[config.mk]
export PLATFORM = sky130hd
export DESIGN_NAME = ghost_motion
export DESIGN_NICKNAME = d
export VERILOG_FILES = /design/src/rtl/ghost_motion_pkg.sv /design/src/rtl/ghost_dir_select.sv /design/src/rtl/ghost_motion.sv
export SDC_FILE = /design/constraint.sdc
export NUM_CORES = 1
export LEC_CHECK = 0
export CAP_MARGIN = 20
export CELL_PAD_IN_SITES_DETAIL_PLACEMENT = 1
export CELL_PAD_IN_SITES_GLOBAL_PLACEMENT = 1
export CORE_MARGIN = 4
export CORE_UTILIZATION = 33
export CTS_CLUSTER_SIZE = 24
export DETAILED_ROUTE_END_ITERATION = 12
export PLACE_DENSITY_LB_ADDON = 0.1
export SYNTH_ARGS = -nofsm -noshare
export SYNTH_HDL_FRONTEND = slang
export SYNTH_HIERARCHICAL = 1
export SYNTH_SLANG_ARGS = --single-unit
[constraint.sdc]
create_clock -name clk -period 6.3 [get_ports clk]
set_clock_uncertainty 0.15 [all_clocks]
set_input_delay 1.26 -clock clk [delete_from_list [all_inputs] [get_ports clk]]
set_output_delay 1.26 -clock clk [all_outputs]
set_load 0.1 [all_outputs]
[src/rtl/ghost_motion_pkg.sv]
// ghost_motion_pkg: shared direction encodings, maze geometry and FSM state type
// for the ghost tile-walking logic.
package ghost_motion_pkg;

    localparam logic [3:0] DIR_NONE  = 4'b0000;
    localparam logic [3:0] DIR_RIGHT = 4'b0001;
    localparam logic [3:0] DIR_LEFT  = 4'b0010;
    localparam logic [3:0] DIR_DOWN  = 4'b0100;
    localparam logic [3:0] DIR_UP    = 4'b1000;

    localparam int H_VISIBLE_START = 336;
    localparam int V_VISIBLE_START = 27;
    localparam int MOVE_TO_CENTER  = 7;
    localparam int SCALING_FACTOR  = 16;
    localparam int MAZE_COLS       = 40;
    localparam int MAZE_ROWS       = 30;

    typedef enum logic [1:0] {IDLE, DECIDE, WAIT, MOVE} state_t;

    // Right<->left and down<->up swap adjacent bit pairs.
    function automatic logic [3:0] reverse_dir(input logic [3:0] d);
        return {d[2], d[3], d[0], d[1]};
    endfunction

    function automatic logic [10:0] centre_x(input logic [6:0] col);
        return 11'(col) * 11'(SCALING_FACTOR) + 11'(H_VISIBLE_START + MOVE_TO_CENTER);
    endfunction

    function automatic logic [9:0] centre_y(input logic [5:0] row);
        return 10'(row) * 10'(SCALING_FACTOR) + 10'(V_VISIBLE_START + MOVE_TO_CENTER);
    endfunction

endpackage

[src/rtl/ghost_dir_select.sv]
// ghost_dir_select: picks the committed direction from the controller request,
// falling back to continuing straight, then reversing, then none.
module ghost_dir_select
    import ghost_motion_pkg::*;
(
    input  logic [3:0] move_direction,
    input  logic [3:0] valid_moves,
    input  logic [3:0] prev_direction,
    output logic [3:0] sel,
    output logic       found
);

    logic       one_hot;
    logic [3:0] rev;

    always_comb begin
        one_hot = (move_direction != DIR_NONE) && ((move_direction & (move_direction - 4'd1)) == DIR_NONE);
        rev     = reverse_dir(prev_direction);
        sel     = (one_hot && (move_direction & valid_moves) != DIR_NONE) ? move_direction :
                  ((prev_direction & valid_moves) != DIR_NONE)          ? prev_direction :
                  ((rev & valid_moves) != DIR_NONE)                     ? rev : DIR_NONE;
        found   = sel != DIR_NONE;
    end

endmodule

[src/rtl/ghost_motion.sv]
// ghost_motion: walks a ghost tile by tile, requesting a direction decision at
// each tile centre and stepping one pixel per tick over the 16-pixel tile.
module ghost_motion
    import ghost_motion_pkg::*;
#(
    parameter int START_COL   = 28,
    parameter int START_ROW   = 21,
    parameter int DECIDE_WAIT = 2
) (
    input  logic        clk,
    input  logic        rst,
    input  logic        move_en,
    input  logic        tick,
    input  logic [3:0]  move_direction,
    input  logic [3:0]  valid_moves,
    output logic        decide_req,
    output logic [10:0] ghost_curr_pos_x,
    output logic [9:0]  ghost_curr_pos_y,
    output logic [6:0]  ghost_mat_idx_x,
    output logic [5:0]  ghost_mat_idx_y,
    output logic [3:0]  prev_direction
);

    localparam logic [6:0] LAST_COL = 7'(MAZE_COLS - 1);
    localparam logic [7:0] WAIT_END = 8'(DECIDE_WAIT);

    state_t      state, state_next;
    logic [7:0]  wait_cnt;
    logic [3:0]  offset;
    logic [3:0]  sel;
    logic        found;
    logic        sample;
    logic        tile_done;
    logic [6:0]  next_col;
    logic [5:0]  next_row;
    logic [10:0] step_x;
    logic [9:0]  step_y;

    ghost_dir_select u_dir_select (
        .move_direction(move_direction),
        .valid_moves(valid_moves),
        .prev_direction(prev_direction),
        .sel(sel),
        .found(found)
    );

    always_ff @(posedge clk or posedge rst) begin
        if (rst) state <= IDLE;
        else state <= state_next;
    end

    // wait_cnt runs past WAIT_END after a failed sample so the choice is made once per decision.
    always_comb begin
        sample     = (state == WAIT) && (wait_cnt == WAIT_END);
        tile_done  = (state == MOVE) && tick && (offset == 4'd15);
        decide_req = state == DECIDE;
        state_next = state;
        case (state)
            IDLE:    state_next = move_en ? DECIDE : IDLE;
            DECIDE:  state_next = move_en ? WAIT : IDLE;
            WAIT:    state_next = !move_en ? IDLE :
                                  (wait_cnt < WAIT_END) ? WAIT :
                                  (sample && found) ? MOVE :
                                  tick ? DECIDE : WAIT;
            MOVE:    state_next = !tile_done ? MOVE : move_en ? DECIDE : IDLE;
            default: state_next = IDLE;
        endcase
    end

    always_comb begin
        next_col = (prev_direction == DIR_RIGHT) ? ((ghost_mat_idx_x == LAST_COL) ? 7'd0 : ghost_mat_idx_x + 7'd1) :
                   (prev_direction == DIR_LEFT)  ? ((ghost_mat_idx_x == 7'd0) ? LAST_COL : ghost_mat_idx_x - 7'd1) :
                   ghost_mat_idx_x;
        next_row = (prev_direction == DIR_DOWN) ? ghost_mat_idx_y + 6'd1 :
                   (prev_direction == DIR_UP)   ? ghost_mat_idx_y - 6'd1 : ghost_mat_idx_y;
        step_x   = (prev_direction == DIR_RIGHT) ? ghost_curr_pos_x + 11'd1 :
                   (prev_direction == DIR_LEFT)  ? ghost_curr_pos_x - 11'd1 : ghost_curr_pos_x;
        step_y   = (prev_direction == DIR_DOWN) ? ghost_curr_pos_y + 10'd1 :
                   (prev_direction == DIR_UP)   ? ghost_curr_pos_y - 10'd1 : ghost_curr_pos_y;
    end

    always_ff @(posedge clk or posedge rst) begin
        if (rst) begin
            ghost_mat_idx_x  <= 7'(START_COL);
            ghost_mat_idx_y  <= 6'(START_ROW);
            ghost_curr_pos_x <= centre_x(7'(START_COL));
            ghost_curr_pos_y <= centre_y(6'(START_ROW));
            prev_direction   <= DIR_RIGHT;
            offset           <= 4'd0;
            wait_cnt         <= 8'd0;
        end else begin
            if (state == DECIDE)
                wait_cnt <= 8'd1;
            else if (state == WAIT && wait_cnt <= WAIT_END)
                wait_cnt <= wait_cnt + 8'd1;
            if (sample && move_en && found) begin
                prev_direction <= sel;
                offset         <= 4'd0;
            end
            if (state == MOVE && tick) begin
                if (offset == 4'd15) begin
                    ghost_mat_idx_x  <= next_col;
                    ghost_mat_idx_y  <= next_row;
                    ghost_curr_pos_x <= centre_x(next_col);
                    ghost_curr_pos_y <= centre_y(next_row);
                    offset           <= 4'd0;
                end else begin
                    ghost_curr_pos_x <= step_x;
                    ghost_curr_pos_y <= step_y;
                    offset           <= offset + 4'd1;
                end
            end
        end
    end

endmodule

==> impl_metrics.json <==
{
  "clk_pin_slew_ps": 70,
  "status": "complete, no violations",
  "grt_pass1_vias": 3845,
  "multi_input_area_mm2": 0.00259,
  "yosysWarnings": 6,
  "grt_use_total": 0.169,
  "crit_path_max_fanout": 18,
  "maxCapViolations": 0,
  "diodes": 0,
  "avgViaCountPerCell": 5.43,
  "ys_seq_area_frac": 0.326,
  "rsz0062_at_grt": "no",
  "clock.fmax_ghz": 0.242,
  "first_iter_violations": 154,
  "core_region_area_mm2": 0.0121,
  "postLayoutSetupSlackWorst_ps": 2160,
  "start_util": 0.337,
  "hp-class": "reg -> reg",
  "yosys_register_bits": 52,
  "antenna_found_initial": 0,
  "drtAntennaViolNets": 0,
  "cts_setup_buffers": 0,
  "drive_gt1_frac": 0.0984,
  "postSynthAreaPerCell_um2": 8.78,
  "hold_buffers": 0,
  "seq_area_mm2": 0.00132,
  "period_share": 0.657,
  "endpoint_kind": "flop",
  "die_x_um": 119,
  "fillCellCount": 1422,
  "row_count": 40,
  "synth_cell_types": 68,
  "die_h_um": 119,
  "tns_ps": 0,
  "layout_min_cycle_time_ps": 4140,
  "synth_edf_count": 0,
  "setup_viol_count_final": 0,
  "clk_path_buf_depth": 2,
  "slew-limit-headroom": 0.306,
  "area_growth_pct": 19.9,
  "drt-total-wl_um": 11700,
  "syn_inst": 463,
  "finalHoldViolCount": 0,
  "critPathKind": "reg -> reg",
  "dr.pass1.iters": 4,
  "ir_drop_mv": 0.258,
  "cts_resized": 0,
  "io_pins": 51,
  "cts_root_buf": "clkbuf_16",
  "h-tree-depth": 2,
  "leakage_nw": 2.02,
  "critPathLaunchType": "flop",
  "wl_per_cell_um": 17.3,
  "vias": 3672,
  "cp.required_ps": 6370,
  "nets": 548,
  "drc": 0,
  "place.gp.congestion": 0.820,
  "cellPowerDensity_mw_per_mm2": 392,
  "grt_pass1_wl_um": 19800,
  "cts_tree": "yes",
  "slew_viol_final": 0,
  "async_reset_ff_frac": 1.00,
  "numPortBuffers": 50,
  "ys.flop_type": "dfrtp_1",
  "synth_area_mm2": 0.00407,
  "worst_pin_slew_ps": 1040,
  "numCtsBuffers": 5,
  "dpl.hpwl_um": 8540,
  "grt_overflow": 0,
  "clk_latency_ps": 300,
  "design.die.area_mm2": 0.0142,
  "post-route-util": 0.404,
  "grt_max_degree": 53,
  "cp.arrival_ps": 4210,
  "dp_slack_ps": 1930,
  "cts_sinks": 52,
  "syn_nets": 504
}
-- final cells by class --
class,instances,area share
Multi-Input combinational cell,374,0.531
Sequential cell,52,0.271
Timing Repair Buffer,53,0.107
Tap cell,168,0.0431
Clock buffer,6,0.0285
Inverter,21,0.0162
Clock inverter,2,0.00205
-- path summary, 6_finish.rpt --
kind | from | end | slack (ps) | depth (start not counted)
hold reg to reg | wait_cnt[4] | wait_cnt[4] | 350 | 1
setup reg to reg | prev_direction[2] | ghost_curr_pos_y[8] | 2160 | 10
setup / recovery | prev_direction[2] | ghost_curr_pos_y[8] | 2160 | 10
hold / removal | wait_cnt[4] | wait_cnt[4] | 350 | 1
max in group asynchronous | rst | ghost_curr_pos_x[3] | 4180 | 3
min in group asynchronous | rst | ghost_curr_pos_y[0] | 1320 | 3
-- layer usage --
layer,part of all wire,global-route usage,up-vias
met1,0.48,0.221,1818
met4,0.014,0.0471,0
met2,0.48,0.289,43
li1,-,-,1800
met3,0.025,0.0252,11
met5,0,0,-
-- stage by stage --
stage	power, mW	hold slack, ps	cell area [um^2]	std cells
floorplan	1.38	304	4070	463
global placement	1.62	323	4720	667
detailed placement	1.63	326	4720	667
CTS	1.93	348	4870	675
global route	2.06	371	4880	676
finish	1.91	348	4880	676
-- cell usage in the layout (no fill, tap or decap), drive strengths merged, types with 8 or more instances in the layout --
cell type / netlist / layout
o22ai: 8 / 8
mux2: 10 / 10
and2: 8 / 8
nand2: 41 / 41
xor2: 16 / 16
nand3: 13 / 13
inv: 21 / 21
dfrtp: 34 / 34
nor3: 11 / 11
ha: 27 / 27
dfstp: 18 / 18
xnor2: 16 / 16
a31oi: 11 / 11
o21ai: 41 / 41
clkdlybuf4s50: 0 / 50
a21oi: 25 / 25
nor2: 47 / 47
-- sequential cells by signal, summed over array words and instances, names as in the netlist --
signal and cells:
ghost_curr_pos_x 11, ghost_curr_pos_y 10, ghost_mat_idx_x 7, ghost_mat_idx_y 6, offset 4, prev_direction 4, state 2, wait_cnt 8
-- worst max-delay path, cell delays in order (launching register included) --
cell	delay (ps)
dfrtp_1	770
nor4b_1	760
inv_1	430
fa_1	530
a21o_1	210
a21oi_1	220
o21ai_0	160
o41ai_1	360
xnor2_1	170
nand2_1	70
a31oi_1	210
-- synthesized netlist by cell type (3+ instances only) --
library cell | instances | area share
nor2_1 | 47 | 0.043
nand2_1 | 41 | 0.038
o21ai_0 | 39 | 0.048
dfrtp_1 | 34 | 0.21
ha_1 | 27 | 0.083
a21oi_1 | 25 | 0.031
inv_1 | 20 | 0.018
dfstp_2 | 18 | 0.12
xnor2_1 | 16 | 0.034
xor2_1 | 16 | 0.034
nand3_1 | 13 | 0.016
a31oi_1 | 11 | 0.017
clkbuf_1 | 11 | 0.010
nor3_1 | 11 | 0.014
and2_1 | 8 | 0.012
mux2_2 | 8 | 0.022
o22ai_1 | 8 | 0.012
a22oi_1 | 7 | 0.013
mux2i_1 | 7 | 0.017
o211ai_1 | 7 | 0.013
a211oi_1 | 6 | 0.011
a21o_1 | 6 | 0.011
and3_1 | 4 | 0.0062
buf_2 | 4 | 0.0049
a41oi_1 | 3 | 0.0065
nand2b_1 | 3 | 0.0046
nand3b_1 | 3 | 0.0055
nand4_1 | 3 | 0.0046
nor2b_1 | 3 | 0.0046
nor4_1 | 3 | 0.0046
o22a_1 | 3 | 0.0065
or4_1 | 3 | 0.0055
-- power breakdown --
part           internal [mW]  switching [mW]  total (mW)  leakage [nW]
clock network          0.157           0.134       0.291        0.0766
logic                  0.394           0.738        1.13          1.32
registers              0.415          0.0757       0.490         0.622
-- logic make-up (layout without fill, tap and decap cells) --
family | after synthesis | after routing | share of synthesized area
flip-flops | 52 | 52 | 0.326
adder cells (fa/ha/maj) | 29 | 29 | 0.0929
AND/OR/NAND/NOR | 154 | 154 | 0.192
multiplexers | 17 | 17 | 0.0468
buffers and inverters | 37 | 82 | 0.0372
AO/OA/AOI/OAI | 142 | 142 | 0.237
XOR/XNOR | 32 | 32 | 0.0689
(Power assumes the default switching activity.)
